===== src/rtl/alu_sequencer_if.sv =====
// Command port and ALU operand/result bundle between the control logic,
// the accumulator sequencer and the combinational ALU.
interface alu_sequencer_if;
    logic       cmd_valid;
    logic       cmd_ready;
    logic [3:0] cmd_op;
    logic [7:0] cmd_data;
    logic [7:0] alu_a;
    logic [7:0] alu_b;
    logic [2:0] alu_sel;
    logic [7:0] alu_result;
    logic [3:0] alu_nzvc;
    logic [7:0] acc;
    logic [7:0] acc_hi;
    logic [3:0] flags;
    logic       done;

    // Master is the initiator plus the ALU it provides; slave is the sequencer.
    modport master (
        output cmd_valid, cmd_op, cmd_data, alu_result, alu_nzvc,
        input  cmd_ready, alu_a, alu_b, alu_sel, acc, acc_hi, flags, done
    );

    modport slave (
        input  cmd_valid, cmd_op, cmd_data, alu_result, alu_nzvc,
        output cmd_ready, alu_a, alu_b, alu_sel, acc, acc_hi, flags, done
    );
endinterface


===== src/rtl/alu_sequencer.sv =====
// Accumulator sequencer: single-cycle ALU commands, LOAD/CMP/NOP, and an
// 8-cycle unsigned 8x8 shift-add multiply built from ALU ADDs.
module alu_sequencer #(
    parameter logic [7:0] RESET_ACC = 8'h00
) (
    input  logic           clk,
    input  logic           rst_n,
    alu_sequencer_if.slave bus
);

    typedef enum logic [1:0] {IDLE, EXEC, MUL} state_t;

    localparam logic [3:0] OP_LOAD = 4'b1000;
    localparam logic [3:0] OP_MUL  = 4'b1001;
    localparam logic [3:0] OP_CMP  = 4'b1010;
    localparam logic [2:0] SEL_ADD = 3'b000;
    localparam logic [2:0] SEL_SUB = 3'b010;

    state_t     state;
    logic [3:0] op_q;
    logic [7:0] data_q;
    logic [7:0] acc_q;
    logic [7:0] acc_hi_q;
    logic [3:0] flags_q;
    logic       done_q;
    logic [7:0] p_hi;
    logic [7:0] p_lo;
    logic [7:0] m_q;
    logic [2:0] cnt;

    logic       mul_c;
    logic [7:0] mul_s;
    logic [7:0] mul_hi_nx;
    logic [7:0] mul_lo_nx;

    // ALU operands are a state-selected mux of registers only; nothing from cmd_*.
    // NOTE: every always_comb output gets a default first so no latch is inferred.
    always_comb begin
        bus.alu_a   = acc_q;
        bus.alu_b   = 8'h00;
        bus.alu_sel = SEL_ADD;
        case (state)
            EXEC: begin
                bus.alu_b   = data_q;
                bus.alu_sel = (op_q == OP_CMP) ? SEL_SUB : op_q[2:0];
            end
            MUL: begin
                bus.alu_a   = p_hi;
                bus.alu_b   = m_q;
            end
            default: ;
        endcase
    end

    // One shift-add step: add the multiplicand only when the current multiplier bit is set.
    always_comb begin
        mul_c = 1'b0;
        mul_s = p_hi;
        if (p_lo[0]) begin
            mul_c = bus.alu_nzvc[0];
            mul_s = bus.alu_result;
        end
    end

    assign mul_hi_nx = {mul_c, mul_s[7:1]};
    assign mul_lo_nx = {mul_s[0], p_lo[7:1]};

    // NOTE: sequential state uses non-blocking assignments so all registers see pre-edge values.
    always_ff @(posedge clk or negedge rst_n) begin
        if (!rst_n) begin
            state    <= IDLE;
            op_q     <= 4'h0;
            data_q   <= 8'h00;
            acc_q    <= RESET_ACC;
            acc_hi_q <= 8'h00;
            flags_q  <= 4'h0;
            done_q   <= 1'b0;
            p_hi     <= 8'h00;
            p_lo     <= 8'h00;
            m_q      <= 8'h00;
            cnt      <= 3'd0;
        end else begin
            done_q <= 1'b0;
            case (state)
                IDLE: begin
                    if (bus.cmd_valid) begin
                        op_q   <= bus.cmd_op;
                        data_q <= bus.cmd_data;
                        if (bus.cmd_op == OP_MUL) begin
                            p_hi  <= 8'h00;
                            p_lo  <= acc_q;
                            m_q   <= bus.cmd_data;
                            cnt   <= 3'd0;
                            state <= MUL;
                        end else begin
                            state <= EXEC;
                        end
                    end
                end
                EXEC: begin
                    if (!op_q[3]) begin
                        acc_q   <= bus.alu_result;
                        flags_q <= bus.alu_nzvc;
                    end else if (op_q == OP_LOAD) begin
                        acc_q    <= data_q;
                        acc_hi_q <= 8'h00;
                        flags_q  <= {data_q[7], data_q == 8'h00, 2'b00};
                    end else if (op_q == OP_CMP) begin
                        flags_q <= bus.alu_nzvc;
                    end
                    done_q <= 1'b1;
                    state  <= IDLE;
                end
                MUL: begin
                    p_hi <= mul_hi_nx;
                    p_lo <= mul_lo_nx;
                    cnt  <= cnt + 3'd1;
                    if (cnt == 3'd7) begin
                        acc_hi_q <= mul_hi_nx;
                        acc_q    <= mul_lo_nx;
                        flags_q  <= {mul_hi_nx[7], {mul_hi_nx, mul_lo_nx} == 16'h0000,
                                     1'b0, mul_hi_nx != 8'h00};
                        done_q   <= 1'b1;
                        state    <= IDLE;
                    end
                end
                default: state <= IDLE;
            endcase
        end
    end

    assign bus.cmd_ready = (state == IDLE);
    assign bus.acc       = acc_q;
    assign bus.acc_hi    = acc_hi_q;
    assign bus.flags     = flags_q;
    assign bus.done      = done_q;

endmodule


===== src/flat_wrapper.sv =====
// flat-port wrapper written by rule: the top's interface ports become plain ports
module alu_sequencer_flat 
#(
    parameter logic [7:0] RESET_ACC = 8'h00
)
  (clk, rst_n, bus_cmd_valid, bus_cmd_op, bus_cmd_data, bus_alu_result, bus_alu_nzvc, bus_cmd_ready, bus_alu_a, bus_alu_b, bus_alu_sel, bus_acc, bus_acc_hi, bus_flags, bus_done);
  alu_sequencer_if bus_i ();
  input  logic clk;
  input  logic rst_n;
  input wire logic [$bits(bus_i.cmd_valid)-1:0] bus_cmd_valid;
  input wire logic [$bits(bus_i.cmd_op)-1:0] bus_cmd_op;
  input wire logic [$bits(bus_i.cmd_data)-1:0] bus_cmd_data;
  input wire logic [$bits(bus_i.alu_result)-1:0] bus_alu_result;
  input wire logic [$bits(bus_i.alu_nzvc)-1:0] bus_alu_nzvc;
  output wire logic [$bits(bus_i.cmd_ready)-1:0] bus_cmd_ready;
  output wire logic [$bits(bus_i.alu_a)-1:0] bus_alu_a;
  output wire logic [$bits(bus_i.alu_b)-1:0] bus_alu_b;
  output wire logic [$bits(bus_i.alu_sel)-1:0] bus_alu_sel;
  output wire logic [$bits(bus_i.acc)-1:0] bus_acc;
  output wire logic [$bits(bus_i.acc_hi)-1:0] bus_acc_hi;
  output wire logic [$bits(bus_i.flags)-1:0] bus_flags;
  output wire logic [$bits(bus_i.done)-1:0] bus_done;
  assign bus_i.cmd_valid = bus_cmd_valid;
  assign bus_i.cmd_op = bus_cmd_op;
  assign bus_i.cmd_data = bus_cmd_data;
  assign bus_i.alu_result = bus_alu_result;
  assign bus_i.alu_nzvc = bus_alu_nzvc;
  assign bus_cmd_ready = bus_i.cmd_ready;
  assign bus_alu_a = bus_i.alu_a;
  assign bus_alu_b = bus_i.alu_b;
  assign bus_alu_sel = bus_i.alu_sel;
  assign bus_acc = bus_i.acc;
  assign bus_acc_hi = bus_i.acc_hi;
  assign bus_flags = bus_i.flags;
  assign bus_done = bus_i.done;
  alu_sequencer #(.RESET_ACC(RESET_ACC)) u_core (.clk(clk), .rst_n(rst_n), .bus(bus_i));
endmodule

===== config.mk =====
export PLATFORM = sky130hd
export DESIGN_NAME = alu_sequencer_flat
export DESIGN_NICKNAME = d
export VERILOG_FILES = /design/src/rtl/alu_sequencer_if.sv /design/src/rtl/alu_sequencer.sv /design/src/flat_wrapper.sv
export SDC_FILE = /design/constraint.sdc
export NUM_CORES = 1
export LEC_CHECK = 0
export CAP_MARGIN = 20
export CORE_MARGIN = 2
export CORE_UTILIZATION = 46
export CTS_CLUSTER_DIAMETER = 50
export DETAILED_ROUTE_END_ITERATION = 10
export PLACE_DENSITY = 0.79
export SYNTH_ARGS = -nofsm -noshare
export SYNTH_HDL_FRONTEND = slang
export SYNTH_SLANG_ARGS = --single-unit

===== constraint.sdc =====
create_clock -name clk -period 2.3 [get_ports clk]
set_input_delay 0.69 -clock clk [delete_from_list [all_inputs] [get_ports clk]]
set_output_delay 0.69 -clock clk [all_outputs]
set_load 0.05 [all_outputs]

======== Word-level counts from Yosys, hierarchy flattened ========
Index checks and enable logic that the tools add are counted.
operators by class
  reductions and logical operators ........ 13
  add/sub/neg operators ................... 1
  mux-type cells .......................... 34
  eq/ne operators ......................... 13
operator list
  cell                                                    number
  two-way mux 8 bit                                       12
  case mux 8 bit (2 select lines)                         5
  zero test 16 bit                                        1
  two-way mux 4 bit                                       4
  equality test 4 bit (second input constant)             3
  two-way mux 3 bit                                       4
  AND reduction 3 bit                                     4
  zero test 8 bit                                         1
  inequality test 2 x 1 -> 1 bit (second input constant)  4
  case mux 4 bit (2 select lines)                         1
  nonzero test 8 bit                                      1
  two-way mux 2 bit                                       3
  case mux 3 bit (2 select lines)                         1
  inequality test 4 bit (second input constant)           1
  case mux 2 bit (2 select lines)                         1
  AND reduction 2 bit                                     2
  AND reduction 4 bit                                     1
  nonzero test 2 bit                                      2
  adder 3 x 1 -> 3 bit (second input constant)            1
  equality test 3 bit (second input constant)             1
  inequality test 3 bit (second input constant)           1
  equality test 2 x 1 -> 1 bit (second input constant)    1
  equality test 2 bit (second input constant)             1
  zero test 2 bit                                         1
  other kinds (3)                                         4
storage, ports and cells
  register bits after elaboration ......... 62
  word-level logic and storage cells ...... 72
  bits of input ports ..................... 27
  output and inout port bits .............. 41

======== Logic depth before layout (Yosys ltp) ========
Gate-level depths: netlist of run 1.
  word-level depth ........................ 5
  gate-level depth with buffers ........... 8
  mapped depth without buffers ............ 6

======== Worst setup path before layout of run 1 ========
Ideal clock, no wire load.
  path kind ............................... register to output
  start ................................... reg u_core.state[0]
  end ..................................... out bus_alu_a[0]
  stages on the path, launching flop included .. 6
  slack ................................... -231 ps
  buffers on the path ..................... 2
  arrival time ............................ 1841 ps
  data required time ...................... 1610 ps
  cells stage by stage .................... dfrtp_1 inv_1 ha_1 clkbuf_1 clkbuf_1 mux2_1
on the way
  cells in the longest elaborated chain, start to end .. 2
RTL lines
  element                 line                 source
  start, declared         alu_sequencer.sv:19  state_t state;
  start signal, assigned  alu_sequencer.sv:71  state <= IDLE;
  start signal, assigned  alu_sequencer.sv:94  state <= MUL;
  start signal, assigned  alu_sequencer.sv:96  state <= EXEC;
  equality test 2 bit     alu_sequencer.sv:42  case (state)
  two-way mux 8 bit       alu_sequencer.sv:42
  end, declared           flat_wrapper.sv:16   output wire logic [$bits(bus_i.alu_a)-1:0] bus_alu_a;
No other way between the ends.

======== Final worst setup path of run 1 ========
  start ................................... reg u_core.state[0]
  end ..................................... out bus_alu_b[1]
on the way
  cells in the longest elaborated chain, start to end .. 2
RTL lines
  element                                                              line                 source
  equality test 2 bit or equality test 2 x 1 -> 1 bit (tied branches)  alu_sequencer.sv:42
  case mux 8 bit (2 select lines) (*)                                  alu_sequencer.sv:42
  end, declared                                                        flat_wrapper.sv:17   output wire logic [$bits(bus_i.alu_b)-1:0] bus_alu_b;
Every way passes the cells marked *; elsewhere a longest branch is shown, timed or not.

==> results of run 1 <==
## kinds of logic after synthesis
group                      Yosys count
buffers and inverters               21
muxes                               59
adders and majority gates            5
DFF                                 62
and+or+nand+nor                     87
AOI/OAI and AO/OA                   62
## cells in the mapped netlist, types with 3 or more instances
master and count:
sky130_fd_sc_hd__a21oi_1 3, sky130_fd_sc_hd__a22oi_1 8, sky130_fd_sc_hd__and2_1 3, sky130_fd_sc_hd__clkbuf_1 12, sky130_fd_sc_hd__dfrtp_1 62, sky130_fd_sc_hd__ha_1 5
sky130_fd_sc_hd__inv_1 4, sky130_fd_sc_hd__mux2_1 36, sky130_fd_sc_hd__mux2_2 7, sky130_fd_sc_hd__mux2i_1 16, sky130_fd_sc_hd__nand2_1 49, sky130_fd_sc_hd__nand3_1 4
sky130_fd_sc_hd__nor2_1 5, sky130_fd_sc_hd__nor2b_1 11, sky130_fd_sc_hd__nor4_1 4, sky130_fd_sc_hd__o21ai_0 9, sky130_fd_sc_hd__o21ai_1 31
## final timing paths
path / endpoint / slack (ns) / startpoint / cells after the start
worst max register to register: u_core.bus.acc[6] / 0.32 / u_core.state[1] / 8
worst min register to register: u_core.bus.acc_hi[3] / 0.49 / u_core.bus.acc_hi[3] / 2
max in group asynchronous: u_core.p_lo[0] / 1.67 / rst_n / 2
min in group clk: u_core.bus.acc_hi[3] / 0.49 / u_core.bus.acc_hi[3] / 2
worst min-delay path: u_core.op_q[0] / 0.35 / rst_n / 2
worst max-delay path: bus_alu_b[1] / -0.04 / u_core.state[0] / 7
## metrics by stage
step	setup TNS (ns)	hold slack, ns	worst slack (ns)	power, mW
after floorplan	-0.0147	0.394	-0.0147	3.18
after global placement	-0.355	0.473	-0.355	4.00
after detailed placement	-0.382	0.480	-0.382	4.06
after CTS	-0.627	0.359	-0.0580	5.19
after global routing	-1.25	0.365	-0.0985	5.57
final	-0.288	0.349	-0.0369	5.33
## routing by layer
| metal | track usage, % | part of all wire, % | wire, um | vias up |
|---|---|---|---|---|
| met5 | 0 | 0 | 0 | - |
| met4 | 7.39 | 1.8 | 161 | 0 |
| met3 | 5.52 | 6.9 | 604 | 16 |
| met2 | 38.3 | 50 | 4410 | 130 |
| met1 | 30.7 | 41 | 3620 | 1341 |
| li1 | - | - | - | 1238 |
## what timing repair did
action                     CTS  global route
gates resized for setup     23            22
pin swaps                    2             5
gates cloned                 1             1
setup buffers                5             2
setup endpoints to repair   20            24
## registers in the layout, summed over array words and instances (netlist names)
signal	flops
u_core.bus.acc_hi	8
u_core.data_q	8
u_core.m_q	8
u_core.p_lo	8
u_core.bus.flags	4
u_core.op_q	4
u_core.p_hi	8
u_core.state	2
u_core.bus.acc	8
u_core.bus.done	1
u_core.cnt	3
## power groups by stage
| stage | Combinational [mW] | Clock, mW | Sequential (mW) |
|---|---|---|---|
| 6_report | 2.67 | 0.959 | 1.70 |
| 5_1_grt | 2.81 | 1.02 | 1.73 |
| 4_1_cts | 2.54 | 0.969 | 1.68 |
| 3_5_place_dp | 2.37 | 0 | 1.69 |
| 3_3_place_gp | 2.33 | 0 | 1.67 |
| 2_1_floorplan | 1.18 | 0 | 1.99 |
## final cells by class
| type | count | area (um2) |
|---|---|---|
| Inverter | 5 | 18.8 |
| Clock inverter | 7 | 72.6 |
| Sequential cell | 62 | 1550 |
| Multi-Input combinational cell | 213 | 1640 |
| Tap cell | 80 | 100 |
| Clock buffer | 9 | 124 |
| Timing Repair Buffer | 96 | 1140 |
| Fill cell | 457 | 2070 |
==> impl_results.md, run 1 <==
* Most common library cell in the layout ignoring fill and taps: sky130_fd_sc_hd__dfrtp_1
* Post-Synthesis Cell Area at around 3100 um2
* Commonest cells after routing, fill and taps aside: sky130_fd_sc_hd__dfrtp_1, sky130_fd_sc_hd__nand2_1, sky130_fd_sc_hd__clkdlybuf4s50_1
* Avg Inst Size Synth at ~11 um2
* Ys flop type: sky130_fd_sc_hd__dfrtp_1
* Total vias in the final route at 2725
* Maximum vdd ir drop at 0.780 mV
* Required time reported for the critical path endpoint at between 1.5 and 2 ns
* Final Util at 69.2%
* Shortest period the worst path allows at 2.34 ns
* Setup slack of the critical path after layout at -0.0369 ns
* Number of buffers created by CTS at 9
* Sequential power share at 31.9%
* Library cells used by synthesis at 38
* Starting density of the core at 46.8%
* I/O pin count at 68
* Number of design-rule violations left by the first detailed-router iteration at 232
* Root Buffer: sky130_fd_sc_hd__clkbuf_8
* Cell-internal power at 3.07 mW
* Share of layout cells above drive strength 1 at 28.3%
* Slew Limit Headroom at 62.3%
* Reg clk slew, reported paths at roughly 0.080 ns
* Final number of setup-violating endpoints at 15
* Fmax at 428 MHz
* Average wire per cell in the routed design at around 19 um
* Die area at 7510 um2
* Max capacitance violation total at 0
* Synth Instances at slightly below 300
* Fraction of synthesized cell area taken by the top area cell type at about half
* Pre-antenna DRT Iters at 4
* Instance area at placement at 4160 um2
* Count of clock tree sinks at 62
* Wire length of the first global-routing pass at 13400 um
* Period Utilization, post-route at 102%
* Compound-cell area share of the yosys netlist at 11.9%
* Total GRT Usage at 23.4%
* Actual slew at the worst max-slew pin at 0.563 ns
* Outcome: finished with violations
* Most common cell on crit path: sky130_fd_sc_hd__buf_12
* Critical path data arrival time at 1.65 ns
* Worst clock skew at 0.0126 ns
* Drt drc at 0
* Fraction of power consumed by combinational cells at approximately 50%
* Cell type contributing the most total cell area after synthesis: sky130_fd_sc_hd__dfrtp_1
* Filler-free cell count of the finished design at 472
* Violations in the final reports: negative setup slack
* Post-route antenna net violation count at 0
* Mux contribution to synthesized area at roughly a fifth
* Count of endpoints failing hold in the final timing report at 0
* TritonCTS clock tree: built
* Width of the die at 86.7 um
* Net count, final at 419
* Warning count from the yosys run at 0
* Critical Path Fanout Max at 7
* Post-synthesis to final-layout area growth at 47.9%
* Pleak at 2.01 nW
* Insertion delay to the later sink of the worst-skew pair at 0.34 ns
* Routed wire length at 8790 um
* Placed Instances at 447
* RSZ-0062 raised after global routing: yes
* Number of antenna violations at the first check in global routing at 0
* Routability congestion estimate from global placement at about 0.92
* Vias in the first global route at 2715
* Hold_buf cts at 0
* CP Cell Sequence: inv_2 -> ha_4 -> buf_12 -> buf_12 -> a22oi_2 -> nor2b_2 -> buf_12
* Pwr/cell area at approximately 1100 nW/um2
* Final slew viol count at 0
* Detailed-placement wirelength estimate at 5610 um
* Diode count at 0
* Largest family of logic cells by synthesized area: multiplexers
* Critical path capture point type: primary output
* Cell with the largest stage delay on the worst path: sky130_fd_sc_hd__dfrtp_1
* Number of enable-type register cells in the synthesized netlist at 0
* Syn Nets at 328
* Sequential cell area fraction in the yosys report at 49.3%
* Largest net degree at the start of global routing at 63
* Post-synthesis register bit count at 62
* Switch Pwr at 2.26 mW
* # rows at 30
* Gr ovfl total at 0
* Total of buffers placed on input and output ports at 67
* Top cells by area in the synthesized netlist: sky130_fd_sc_hd__dfrtp_1, sky130_fd_sc_hd__mux2_1, sky130_fd_sc_hd__nand2_1, sky130_fd_sc_hd__mux2i_1, sky130_fd_sc_hd__o21ai_1
* Dominant delay contributor by cell family on the critical path: buffers and inverters
* Number of buffers on the longest clock path at 2
* CP peak stage delay at 0.40 ns
* Kind of launch point of the worst setup path: flip-flop
* Adder-cell share of the synthesized area at between 1.5 and 2%
* Share of flip-flops with an asynchronous set or reset at 100%
* Die Height at a little under 90 um
* Number of levels in the clock H-tree at 3
* Clock network fraction of design power at 18.0%
* Vias per cell at 5.77
* Crit Path Class: reg -> out
* Number of buffer and inverter stages on the critical path at 4
* Area of the placeable core at 6720 um2
* Area share of xor/xnor cells in the synthesized design at 0%
* Switching power share of the total at a little over two fifths
* Final design area excluding fillers at about 4700 um2
* Fraction of the mapped netlist area in simple logic gates at between 10% and 20%
* Path category of the worst min-delay check: in -> async
No activity file was read; power rests on OpenSTA's default activity.
==> run 2, diff against run 1 <==
--- a/config.mk
+++ b/config.mk
@@ -11,6 +11,7 @@
 export CTS_CLUSTER_DIAMETER = 50
 export DETAILED_ROUTE_END_ITERATION = 10
 export PLACE_DENSITY = 0.79
+export SLEW_MARGIN = 20
 export SYNTH_ARGS = -nofsm -noshare
 export SYNTH_HDL_FRONTEND = slang
 export SYNTH_SLANG_ARGS = --single-unit
==> results of run 2 <==
The final DEF is identical to that of run 1; final timing and power are the same.
